**src/rtl/inverter_delay_meter.sv**
```systemverilog
// Measures the propagation delay of an external inverter in clock cycles.
// Optional DELAY_SYNC_COMP_EN removes the two-cycle synchronizer latency from the result.
module inverter_delay_meter (
  input  logic       clk,
  input  logic       rst_n,
  input  logic       ena,
  input  logic [7:0] ui_in,
  output logic [7:0] uo_out,
  input  logic [7:0] uio_in,
  output logic [7:0] uio_out,
  output logic [7:0] uio_oe
);

  typedef enum logic [1:0] {IDLE, SETTLE, MEASURE, DONE} state_t;

  state_t     state_q;
  logic [1:0] resp_sync_q, start_sync_q, sync_vld_q;
  logic       start_prev_q, start_armed_q;
  logic       edge_sel_q, stim_q, busy_q, done_q, timeout_q, settle_err_q;
  logic [3:0] settle_cnt_q;
  logic [7:0] cnt_q, result_q;

  logic       resp_s, start_s, start_accept;
  logic [7:0] meas_result_d;
  logic       unused_ok;

  assign unused_ok = &{1'b0, ena, uio_in, ui_in[7:3]};
  assign resp_s    = resp_sync_q[1];
  assign start_s   = start_sync_q[1];

  always_comb begin
    start_accept = start_armed_q & start_s & ~start_prev_q &
                   ((state_q == IDLE) | (state_q == DONE));
`ifdef DELAY_SYNC_COMP_EN
    meas_result_d = (cnt_q >= 8'd2) ? (cnt_q - 8'd2) : '0;
`else
    meas_result_d = cnt_q;
`endif
  end

  // Start edges count only once the synchronized level has been seen low
  // after reset, so a level held high through reset release is not an edge.
  always_ff @(posedge clk or negedge rst_n) begin
    if (!rst_n) begin
      resp_sync_q   <= '0;
      start_sync_q  <= '0;
      sync_vld_q    <= '0;
      start_prev_q  <= 1'b0;
      start_armed_q <= 1'b0;
    end else begin
      resp_sync_q   <= {resp_sync_q[0], ui_in[0]};
      start_sync_q  <= {start_sync_q[0], ui_in[1]};
      sync_vld_q    <= {sync_vld_q[0], 1'b1};
      start_prev_q  <= start_s;
      start_armed_q <= start_armed_q | (sync_vld_q[1] & ~start_s);
    end
  end

  always_ff @(posedge clk or negedge rst_n) begin
    if (!rst_n) begin
      state_q      <= IDLE;
      edge_sel_q   <= 1'b0;
      stim_q       <= 1'b0;
      busy_q       <= 1'b0;
      done_q       <= 1'b0;
      timeout_q    <= 1'b0;
      settle_err_q <= 1'b0;
      settle_cnt_q <= '0;
      cnt_q        <= '0;
      result_q     <= '0;
    end else if (start_accept) begin
      state_q      <= SETTLE;
      edge_sel_q   <= ui_in[2];
      stim_q       <= ui_in[2];
      busy_q       <= 1'b1;
      done_q       <= 1'b0;
      timeout_q    <= 1'b0;
      settle_err_q <= 1'b0;
      settle_cnt_q <= '0;
      result_q     <= '0;
    end else begin
      case (state_q)
        SETTLE: begin
          if (settle_cnt_q == 4'd15) begin
            if (resp_s == ~edge_sel_q) begin
              state_q <= MEASURE;
              stim_q  <= ~edge_sel_q;
              cnt_q   <= '0;
            end else begin
              state_q      <= DONE;
              busy_q       <= 1'b0;
              done_q       <= 1'b1;
              settle_err_q <= 1'b1;
              result_q     <= '0;
            end
          end else begin
            settle_cnt_q <= settle_cnt_q + 4'd1;
          end
        end
        MEASURE: begin
          // Expected post-level response is ~(~edge_sel), i.e. edge_sel itself.
          if (resp_s == edge_sel_q) begin
            state_q  <= DONE;
            busy_q   <= 1'b0;
            done_q   <= 1'b1;
            result_q <= meas_result_d;
          end else if (cnt_q == 8'd255) begin
            state_q   <= DONE;
            busy_q    <= 1'b0;
            done_q    <= 1'b1;
            timeout_q <= 1'b1;
            result_q  <= 8'd255;
          end else begin
            cnt_q <= cnt_q + 8'd1;
          end
        end
        default: ;
      endcase
    end
  end

  assign uo_out  = {3'b000, settle_err_q, timeout_q, done_q, busy_q, stim_q};
  assign uio_out = result_q;
  assign uio_oe  = '1;

endmodule

```
**config.mk**
```make
export PLATFORM = sky130hd
export DESIGN_NAME = inverter_delay_meter
export DESIGN_NICKNAME = d
export VERILOG_FILES = /design/src/rtl/inverter_delay_meter.sv
export SDC_FILE = /design/constraint.sdc
export NUM_CORES = 1
export LEC_CHECK = 0
export CORE_MARGIN = 2
export CORE_UTILIZATION = 53
export DETAILED_ROUTE_END_ITERATION = 8
export GPL_ROUTABILITY_DRIVEN = 0
export GPL_TIMING_DRIVEN = 0
export HOLD_SLACK_MARGIN = 0.06
export PLACE_DENSITY = 0.84
export SETUP_SLACK_MARGIN = 0.4
export SLEW_MARGIN = 20
export SYNTH_ARGS = -nofsm -noshare
export SYNTH_HDL_FRONTEND = slang
export SYNTH_SLANG_ARGS = --single-unit
```
**constraint.sdc**
```tcl
create_clock -name clk -period 5.5 [get_ports clk]
set_clock_uncertainty 0.2 [all_clocks]
set_input_delay 0.55 -clock clk [delete_from_list [all_inputs] [get_ports clk]]
set_output_delay 0.55 -clock clk [all_outputs]
set_load 0.005 [all_outputs]
```
==> After elaboration in Yosys (flattened, before gate mapping) <==
Cells that the tools add are included.
{ "totals": {"register_bits": 36, "out_inout_bits": 24, "word_cells": 100, "in_bits": 19} }
{ "classes": {"n_addsub": 2, "n_reduce_logical": 15, "n_mux": 41, "eq_ne": 17, "n_bitwise": 10} }
{ "ops": {"columns": ["op", "n"], "rows": [
  ["$mux W8", 9],
  ["$pmux W8 S2", 2],
  ["$mux W1", 20],
  ["$ne A2 B2 Y1 const B", 7],
  ["$mux W4", 3],
  ["$reduce_and A3 Y1", 4],
  ["$reduce_bool A2 Y1", 6],
  ["$add A8 B1 Y8 const B", 1],
  ["$eq A8 B8 Y1 const B", 1],
  ["$mux W2", 4],
  ["$ne A3 B3 Y1 const B", 2],
  ["$reduce_and A6 Y1", 1],
  ["$add A4 B1 Y4 const B", 1],
  ["$and A1 B1 Y1", 4],
  ["$eq A2 B2 Y1 const B", 2],
  ["$eq A4 B4 Y1 const B", 1],
  ["$ne A4 B4 Y1 const B", 1],
  ["$not A1 Y1", 4],
  ["$pmux W1 S2", 2],
  ["$pmux W2 S2", 1],
  ["$reduce_and A4 Y1", 1],
  ["$reduce_bool A3 Y1", 1],
  ["$eq A1 B1 Y1", 2],
  ["$eq A2 B1 Y1 const B", 1],
  ["other kinds (3)", 4]
]} }

==> Depth between registers and ports, before layout <==
Gate-level depths: netlist of the first run.
{ "logic_depth": {"ltp_word": 6, "depth_mapped": 8, "mapped_depth_nobuf": 6} }

==> Worst setup path after synthesis of the first run <==
OpenSTA, ideal clock, no wires.
{ "synth_timing": {"path_type": "register -> register", "startpoint": "register cnt_q[0]", "endpoint": "register done_q", "synth_period_minus_slack_ns": 1.922, "path_buffers": 1, "arrival_time_ns": 1.603, "path_slack_ns": 3.578, "setup_time_ns": 0.119, "required_ns": 5.181, "path_stages_with_launch": 7, "path_cell_list": "dfrtp_1 -> ha_1 -> nand3_1 -> o32ai_2 -> o32a_1 -> buf_6 -> o21a_1"} }
{ "synth_via": {"elab_chain_len": 3} }
{ "synth_lines": {"columns": ["element", "line_no", "rtl"], "rows": [
  ["from (decl)", "21", "logic [7:0] cnt_q, result_q;"],
  ["from (signal assigned)", "114", "cnt_q <= cnt_q + 8'd1;"],
  ["$eq A8 B8 Y1", "107", "end else if (cnt_q == 8'd255) begin"],
  ["$ne A4 B4 Y1 (no source line)", null, null],
  ["$reduce_and A4 Y1 (no source line)", null, null],
  ["to (signal assigned)", "92", "done_q <= 1'b1;"],
  ["to (signal assigned)", "105", "done_q <= 1'b1;"],
  ["to (signal assigned)", "110", "done_q <= 1'b1;"],
  ["to (decl)", "19", "logic edge_sel_q, stim_q, busy_q, done_q, timeout_q, settle_err_q;"]
]} }
No other way between the ends.
A chain may end at the register's enable or synchronous reset.

==> Final worst setup path of the first run <==
{ "layout_timing": {"startpoint": "register cnt_q[0]", "endpoint": "register state_q[0]"} }
{ "layout_via": {"elab_chain_len": 3} }
{ "layout_lines": {"columns": ["element", "line_no", "rtl"], "rows": [
  ["$eq A8 B8 Y1", "107", null],
  ["$ne A4 B4 Y1 (no source line)", null, null],
  ["$reduce_and A3 Y1 (no source line)", null, null],
  ["to (signal assigned)", "90", "state_q <= DONE;"],
  ["to (signal assigned)", "103", "state_q <= DONE;"],
  ["to (signal assigned)", "108", "state_q <= DONE;"],
  ["to (decl)", "16", "state_t state_q;"]
]} }
No other way between the ends.

==> run metrics, run 1 <==
Mapped Cells=181; sequential share of the synthesized area=49.2%; Die ar.=3940 um2; H-tree levels=2; synth unique cells=38; Hold Crit Class=register to register; Final Cycle Share=41.2%; Bufs on Longest Clock Path=2; All-Layer GR Usage=19.5%; Final Cell Area=2210 um2; CP max-delay cell=dfrtp_1; Slew Viols, Final=0; Hold Path End=resp_sync_q[1]; worst-skew pair later-pin latency=0.34 ns; outcome=finished, final reports clean; largest net degree at the start of global routing=22; Yosys top cell by area=dfrtp_1; Cell Area, Placed=2120 um2; antenna violations before repair=0; row count=21; DRC viols=0; worst stage delay on the critical path=0.44 ns; worst reg2reg startpoint=cnt_q[0]; Die H=62.8 um; Async SR Flop Fraction=100%; IO Port Bufs=17; EDFF count, synth=0; unrepaired setup endpoints after global routing=no; count of final hold-check violations=0; yosys warns=0; register area=901 um2; Period minus WS final=2.27 ns; Ant. Diodes=0; number of global-route vias before repair=1415; top cells by area, synth=dfrtp_1, buf_4, o21ai_0, mux2i_1, inv_1; maximum VDD drop=0.233 mV; post-synth design cell area=1830 um2; Final nets=240; Worst Path Max Fanout=10; root buf cell=clkbuf_4; PwrDens=440 nW/um2; static leakage=0.981 nW; share of the synthesized area in the top cell type=49.2%; Worst EP required=5.49 ns; Crit path arrival time=2.26 ns; CTS buffer count=5; Final setup violation count=0; Hold Path Depth=0; overflow left after global routing=0; PostCTS Resize Cnt=0; post-detail-place hpwl=2.44 mm; Post-Route WL=3.36 mm; max cap viols=0; Fillers=280; setup_tns=0 ns; DRC marker count from the first detailed-route iteration=91; Area Overhead vs Synth=20.6%; Hold Path Origin=resp_sync_q[0]; die width=62.8 um; core area=3340 um2; cells on worst reg2reg path=6; vias per std cell=5.28; clock tree sinks=36; DR WL/cell=12.7 um; Setup CP Type=register to register; Pre-Repair DR Iteration Count=4; Reg clk slew, reported paths=0.11 ns; R2R Setup Slk=3.23 ns; Post-synth top flop=dfrtp_1; layout cells sized above 1=15.6%; crit path launch type=register; initial core utilization=54.9%; first-pass GRT wire length=6.14 mm; fmax=441 MHz; DR vias=1393; area of the multi-input gates=744 um2; worst-path cell chain=ha_1, nand3_1, o32ai_2, buf_2, o31a_1, a32oi_1; post-route ant nets=0; CP Capture Type=register; CTS tree=built; # IOs=43; Syn Area/Cell=10.1 um2; Worst R2R End=state_q[0]; Seq cells post-synth=36
cells by family (layout without fill, tap and decap cells):
| kind of cell | count (synthesis) | in the layout | share of synthesized area (%) |
|---|---|---|---|
| fa+ha+maj | 4 | 4 | 2.73 |
| mux | 9 | 9 | 4.92 |
| flops | 36 | 36 | 49.2 |
| xor+xnor | 4 | 4 | 2.32 |
| compound gates | 41 | 41 | 15.6 |
| simple gates | 46 | 46 | 12.6 |
| buf+inv | 39 | 66 | 12.2 |
| other cells | 2 | 12 | 0.410 |
worst max-delay path by stage:
| stage | cells after the start | slack [ns] | to | startpoint |
|---|---|---|---|---|
| global route | 6 | 3.09 | state_q[0] | cnt_q[0] |
| CTS | 6 | 3.25 | state_q[0] | cnt_q[0] |
| detailed placement | 6 | 3.29 | state_q[0] | cnt_q[0] |
| global placement | 1 | 2.92 | settle_cnt_q[2] | rst_n |
| finish | 6 | 3.23 | state_q[0] | cnt_q[0] |
| floorplan | 6 | 3.58 | done_q | cnt_q[0] |
routing by layer:
metal,GRT usage (%),part of all wire [%]
met1,23.1,42
met3,5.41,4.1
met5,0,0
met4,8.06,0.92
met2,33.3,53
repair_timing:
action                    4_1_cts  5_1_grt
setup buffers                   0        0
hold endpoints to repair       15        0
hold buffers                    1        0
placed cells by master, fill, tap and decap left out, types with 2 or more instances in the layout:
cell type,count
conb_1,12
buf_6,2
clkdlybuf4s50_1,16
nor2_1,11
buf_4,16
o21ai_0,19
ha_1,4
and3_1,2
a21oi_1,4
clkbuf_1,3
nand2b_1,2
o211ai_1,5
mux2i_1,9
o311ai_2,2
nand2_1,10
buf_2,2
clkbuf_4,5
nand3_1,11
dfrtp_1,36
inv_1,16
or4_1,4
o21a_1,2
xor2_1,3
flip-flops by register name, summed over array words and instances (netlist names), 2 cells and up:
signal        count
uio_out           8
state_q           2
start_sync_q      2
resp_sync_q       2
sync_vld_q        2
cnt_q             8
settle_cnt_q      4
stage by stage:
step | cells | hold slack (ns) | power [mW] | utilization, % | worst slack [ns]
2_1_floorplan | 191 | 0.0544 | 0.653 | - | 3.58
3_3_place_gp | 254 | 0.132 | 0.779 | 62.8 | 2.92
3_5_place_dp | 255 | 0.139 | 0.797 | 63.5 | 3.29
4_1_cts | 264 | 0.165 | 0.985 | 66.2 | 3.25
5_1_grt | 264 | 0.178 | 1.05 | 66.2 | 3.09
6_report | 264 | 0.162 | 0.971 | 66.2 | 3.23
cells in the mapped netlist (all sizes together) (2+ instances only):
cell type / count
ha: 4
o21ai: 20
nand3: 11
o311ai: 2
and3: 2
a21oi: 4
or4: 4
mux2i: 9
inv: 16
nand2b: 2
buf: 20
dfrtp: 36
xor2: 4
clkbuf: 3
conb: 2
o21a: 2
nand2: 10
o211ai: 5
nor2: 11
area by class of cell:
class,instances,share of cell area (%)
Tap cell,46,2.61
Sequential cell,36,40.8
Clock buffer,5,1.70
Inverter,16,2.72
Multi-Input combinational cell,116,33.7
Timing Repair Buffer,19,9.18
Clock inverter,3,1.93
Buffer,23,7.37
power breakdown:
part | switching [mW] | total [mW] | internal [mW]
registers | 0.0387 | 0.360 | 0.322
logic | 0.226 | 0.428 | 0.201
clock network | 0.0881 | 0.183 | 0.0948
worst max-delay path: cells and delay by family, from the launching register on:
family,cells,cell delay (ns)
adders and majority gates,1,0.23
and+or+nand+nor,1,0.23
DFF,1,0.44
AOI/OAI and AO/OA,3,0.74
buffers and inverters,1,0.28
Note: power is estimated with default switching activity, not from simulation.
==> inputs of run 2 (changes only) <==
CORE_UTILIZATION = 49   (was 53)
PLACE_DENSITY = 0.79   (was 0.84)
clock period = 2.22 ns   (was 5.5 ns; I/O delays follow)
==> run 2 against run 1 <==
Compared with the run above:
- clock-buffer cell count up 1
- maximum frequency up 15%
- clock power grew to 3.1 times the previous value
- sequential share of layout area fell by 4.8 points
- critical path depth is 1 higher
==> run metrics, run 2 (same netlist as run 1, synthesis figures left out) <==
outcome=finished, final reports clean; # IOs=43 (unchanged); Hold Slack=0.156 ns (-0.00586 ns); Setup crit start=state_q[1]; Bufs on Longest Clock Path=2 (unchanged); Cell Area, Placed=2170 um2 (+2.4%); cells on worst reg2reg path=7 (+1); Period minus WS final=1.97 ns (-0.300 ns); clock power share=19.1% (+0.3 points); R2R Setup Slk=0.25 ns (-2.98 ns); Crit path arrival time=1.97 ns (-0.29 ns); Final nets=254 (+5.8%); root buf cell=clkbuf_8; crit path launch type=register; GRT met3 Usage=5.65% (+0.25 points); commonest non-fill, non-tap cell in the layout=dfrtp_1; Post-Route WL=3.88 mm (+15%); number of global-route vias before repair=1359 (-4.0%); Pre-Repair DR Iteration Count=6 (+2); Hold Path Origin=start_sync_q[0]; met2 usage=31.1% (-2.3 points); Hold Path End=start_sync_q[1]; most frequent cells in the layout=dfrtp_1, buf_4, o21ai_0; CTS buffer count=5 (unchanged); count of final hold-check violations=0 (unchanged); IO Port Bufs=17 (unchanged); antenna violations before repair=0 (unchanged); Setup CP Type=register to register; global routing's busiest layer=met2; CP Capture Type=register; row count=22 (+4.8%); Reg clk slew, reported paths=0.07 ns (-0.04 ns); Slew Viols, Final=0 (unchanged); Seq pwr share=30.8% (-6.3 points); max cap viols=0 (unchanged); Logic pwr share=50.1% (+6.1 points); Net Sw Frac=35.8% (-0.57 points); Final Cell Area=2500 um2 (+13%); maximum VDD drop=0.482 mV (+110%); Die ar.=4240 um2 (+7.6%); DR vias=1447 (+3.9%); post-detail-place hpwl=2.33 mm (-4.5%); H-tree levels=2 (unchanged); PwrDens=1170 nW/um2 (+170%); Ant. Diodes=0 (unchanged); Psw=1.05 mW (+200%); DR WL/cell=13.8 um (+8.9%); static leakage=1.14 nW (+16%); Die H=65.1 um (+3.7%); DRC viols=0 (unchanged); Final Cycle Share=88.5% (+47 points); die width=65.1 um (+3.7%); core area=3630 um2 (+8.9%); fmax=509 MHz (+15%); layout cells sized above 1=28.0% (+12 points); largest net degree at the start of global routing=20 (-9.1%); unrepaired setup endpoints after global routing=yes; final core utilization=68.9% (+2.8 points); DRC marker count from the first detailed-route iteration=80 (-12%); CTS tree=built; first-pass GRT wire length=6.08 mm (-1.0%); Hold Path Depth=0 (unchanged); worst reg2reg startpoint=state_q[1]; Internal=1.88 mW (+200%); clock tree sinks=36 (unchanged); vias per std cell=5.17 (-2.1%); Hold Crit Class=register to register; Fillers=268 (-4.3%); worst-skew pair later-pin latency=0.29 ns (-0.05 ns); Worst R2R End=cnt_q[4]; post-route ant nets=0 (unchanged); Worst Path Max Fanout=8 (-2); overflow left after global routing=0 (unchanged); Area Overhead vs Synth=36.8%; Worst EP required=2.22 ns (-3.27 ns); initial core utilization=50.4% (-4.5 points); Final setup violation count=0 (unchanged); M1 GR Usage=23.1% (about the same); All-Layer GR Usage=19.3% (-0.21 points)
==> run 2: power by group through the flow <==
stage | logic [mW] | clock network, mW | registers [mW]
floorplan | 0.817 | 0 | 0.898
global route | 1.59 | 0.606 | 0.915
detailed placement | 1.14 | 0 | 0.908
finish | 1.47 | 0.561 | 0.902
CTS | 1.26 | 0.573 | 0.902
global placement | 1.12 | 0 | 0.902
==> run 2: worst max path at each step <==
stage            endpoint  slack, ns  depth (start not counted)
3_3_place_gp     cnt_q[0]      -0.04                          1
6_report         cnt_q[4]       0.25                          7
2_1_floorplan      done_q       0.40                          6
3_5_place_dp   state_q[0]       0.25                          6
5_1_grt          cnt_q[4]       0.17                          7
4_1_cts        uio_out[1]       0.29                          6
==> run 2: per-stage QoR <==
step                      power, mW  TNS [ns]  instances  setup slack, ns
after global routing           3.11         0        280            0.174
after global placement         2.03     -1.51        256          -0.0436
after CTS                      2.73         0        271            0.292
after detailed placement       2.05         0        257            0.255
after floorplan                1.72         0        191            0.403
final                          2.93         0        280            0.254
==> run 2: worst max-delay path, cell delays in order (launching register included) <==
cell and delay (ns):
dfrtp_1 0.43, ha_4 0.27, buf_4 0.14, nor2_4 0.11, a31oi_4 0.07, or2_1 0.27
buf_6 0.15, o311ai_4 0.24
==> run 2: final cells by class <==
class | count | area [um2] | area share [%]
clock buffers | 6 | 72.6 | 2.90
repair buffers | 33 | 312 | 12.4
plain buffers | 23 | 179 | 7.14
flip-flops and latches | 36 | 902 | 36.0
inverters | 16 | 63.8 | 2.55
well taps | 48 | 60.1 | 2.40
multi-input cells | 116 | 881 | 35.2
clock inverters | 2 | 35.0 | 1.40
==> run 2: what timing repair did <==
item	CTS	global route
resized for setup	10	15
endpoints found under the hold margin	36	0
setup buffers	4	9
pin swaps	3	11
gates cloned	1	0
endpoints found under the setup margin	21	21
hold buffers	1	0
==> run 2: layer usage <==
metal,share of wire [%],routed length (um),vias to the layer above
met5,0,0,-
met4,3.1,121,0
li1,-,-,703
met1,43,1670,680
met2,49,1900,52
met3,4.9,191,12
==> inputs of run 3 (changes only) <==
CORE_ASPECT_RATIO = 1.25   (was default)
==> run 3 against run 2 <==
Compared with the run above:
- the flow now finishes with violations (design-rule violations)
- non-clock buffer count stayed put
- sequential share of layout area is 0.75 points higher
- maximum frequency is 0.98% lower
- final cell count is 3.2% lower
- flip-flop and latch count stayed put
- global-route usage is 1.2 points higher
==> run metrics, run 3 (same netlist as run 1, synthesis figures left out) <==
outcome=complete, but fails checks; failing checks=design-rule violations; most frequent cells in the layout=dfrtp_1, buf_4, o21ai_0, clkdlybuf4s50_1, inv_1; Final setup violation count=0 (unchanged); Final Cell Area=2460 um2 (-1.9%); largest net degree at the start of global routing=25 (+25%); final core utilization=69.4% (+0.41 points); area of the multi-input gates=870 um2 (-1.3%); initial core utilization=51.7% (+1.3 points); R2R Setup Slk=0.24 ns (-0.02 ns); row count=24 (+9.1%); root buf cell=clkbuf_8; Slew Viols, Final=0 (unchanged); number of global-route vias before repair=1448 (+6.5%); core area=3540 um2 (-2.5%); Fillers=281 (+4.9%); Post-Route WL=3.85 mm (-0.77%); Pre-Repair DR Iteration Count=6 (unchanged); post-route ant nets=0 (unchanged); worst-skew pair later-pin latency=0.29 ns (about the same); commonest non-fill, non-tap cell in the layout=dfrtp_1; fmax=504 MHz (-0.98%); worst reg2reg startpoint=state_q[1]; vias per std cell=5.44 (+5.3%); Area Overhead vs Synth=34.2%; DRC marker count from the first detailed-route iteration=48 (-40%); # IOs=43 (unchanged); cells on worst reg2reg path=5 (-2); Hold Crit Class=input pin to asynchronous set/reset pin; max cap viols=0 (unchanged); unrepaired setup endpoints after global routing=yes; Final Cycle Share=89.4% (+0.87 points); DR vias=1475 (+1.9%); Period minus WS final=1.98 ns (+0.0194 ns); first-pass GRT wire length=6.47 mm (+6.4%); Reg clk slew, reported paths=0.07 ns (about the same); Worst Path Max Fanout=5 (-3); Cell Area, Placed=2160 um2 (-0.52%); IO Port Bufs=17 (unchanged); clock tree sinks=36 (unchanged); Die ar.=4240 um2 (about the same); CTS buffer count=5 (unchanged); post-detail-place hpwl=2.50 mm (+7.4%); maximum VDD drop=0.668 mV (+39%); Die H=72.3 um (+11%); Net Sw Frac=37.5% (+1.7 points); antenna violations before repair=0 (unchanged); Setup crit start=state_q[1]; layout cells sized above 1=28.9% (+0.86 points); clock power share=16.3% (-2.8 points); overflow left after global routing=0 (unchanged); count of final hold-check violations=0 (unchanged); Setup CP Type=register to register; Psw=1.05 mW (+0.14%); DRC viols=1 (+1); CTS tree=built; Crit path arrival time=1.97 ns (about the same); total power=2.81 mW (-4.3%); crit path launch type=register; Worst R2R End=done_q; DR WL/cell=14.2 um (+2.5%); register area=903 um2 (+0.14%); PwrDens=1140 nW/um2 (-2.4%); Internal=1.75 mW (-6.7%); die width=58.7 um (-9.9%); Logic pwr share=51.4% (+1.3 points); static leakage=1.09 nW (-4.0%); CP Capture Type=register; Worst EP required=2.20 ns (-0.02 ns); H-tree levels=2 (unchanged); All-Layer GR Usage=20.4% (+1.2 points); Worst Setup EP=done_q; Ant. Diodes=0 (unchanged); Bufs on Longest Clock Path=2 (unchanged); Seq pwr share=32.3% (+1.5 points); Final nets=254 (unchanged)
## run 3: metrics by stage
step | cells | TNS, ns | worst slack, ns | hold WS [ns]
6_report | 271 | 0 | 0.235 | 0.158
3_5_place_dp | 248 | 0 | 0.160 | -0.0550
2_1_floorplan | 191 | 0 | 0.403 | -0.274
5_1_grt | 271 | 0 | 0.184 | 0.163
3_3_place_gp | 247 | -0.731 | -0.0219 | 0.133
4_1_cts | 268 | 0 | 0.256 | 0.162
## run 3: repair_timing
item,CTS,global route
setup endpoints to repair,27,20
hold buffers,1,0
cloned,1,0
gates resized for setup,13,11
pin swaps,5,8
buffers inserted,10,3
endpoints found under the hold margin,36,0
## run 3: how the worst min path moves through the flow
stage                         startpoint             end  slack (ns)  depth (start not counted)
after global routing            ui_in[0]  resp_sync_q[0]        0.16                          1
after floorplan                    rst_n          busy_q       -0.27                          0
final                              rst_n      uio_out[1]        0.16                          2
after global placement     sync_vld_q[0]   sync_vld_q[1]        0.13                          0
after CTS                 resp_sync_q[0]  resp_sync_q[1]        0.16                          0
after detailed placement           rst_n      uio_out[1]       -0.06                          1
## run 3: power by group through the flow
stage	clock network, mW	logic, mW	registers, mW
after floorplan	0	0.817	0.898
after global placement	0	1.13	0.904
after detailed placement	0	1.17	0.910
after CTS	0.470	1.37	0.900
after global routing	0.493	1.58	0.924
final	0.457	1.44	0.907
## run 3: final cells by class
cell class                 instances  area share (%)
clock inverter                     3           0.764
buffer                            23            7.18
clock buffer                       5            2.80
timing repair buffer              33            12.7
multi-input combinational        116            35.4
tap                               39            1.99
inverter                          16            2.44
sequential                        36            36.8
## run 3: worst max-delay path: stages, from the launching register on
cell and delay [ns]:
dfrtp_1 0.42, ha_4 0.27, and4b_2 0.24, o32a_1 0.42
buf_6 0.17, o21a_1 0.16
## run 3: metal layers
layer	wire length [um]	vias to the layer above	global-route usage (%)	part of all wire, %
li1	-	694	-	-
met2	2070	42	37.0	54
met1	1540	729	22.6	40
met5	0	-	0	0
met3	141	10	4.81	3.7
met4	92	0	8.33	2.4
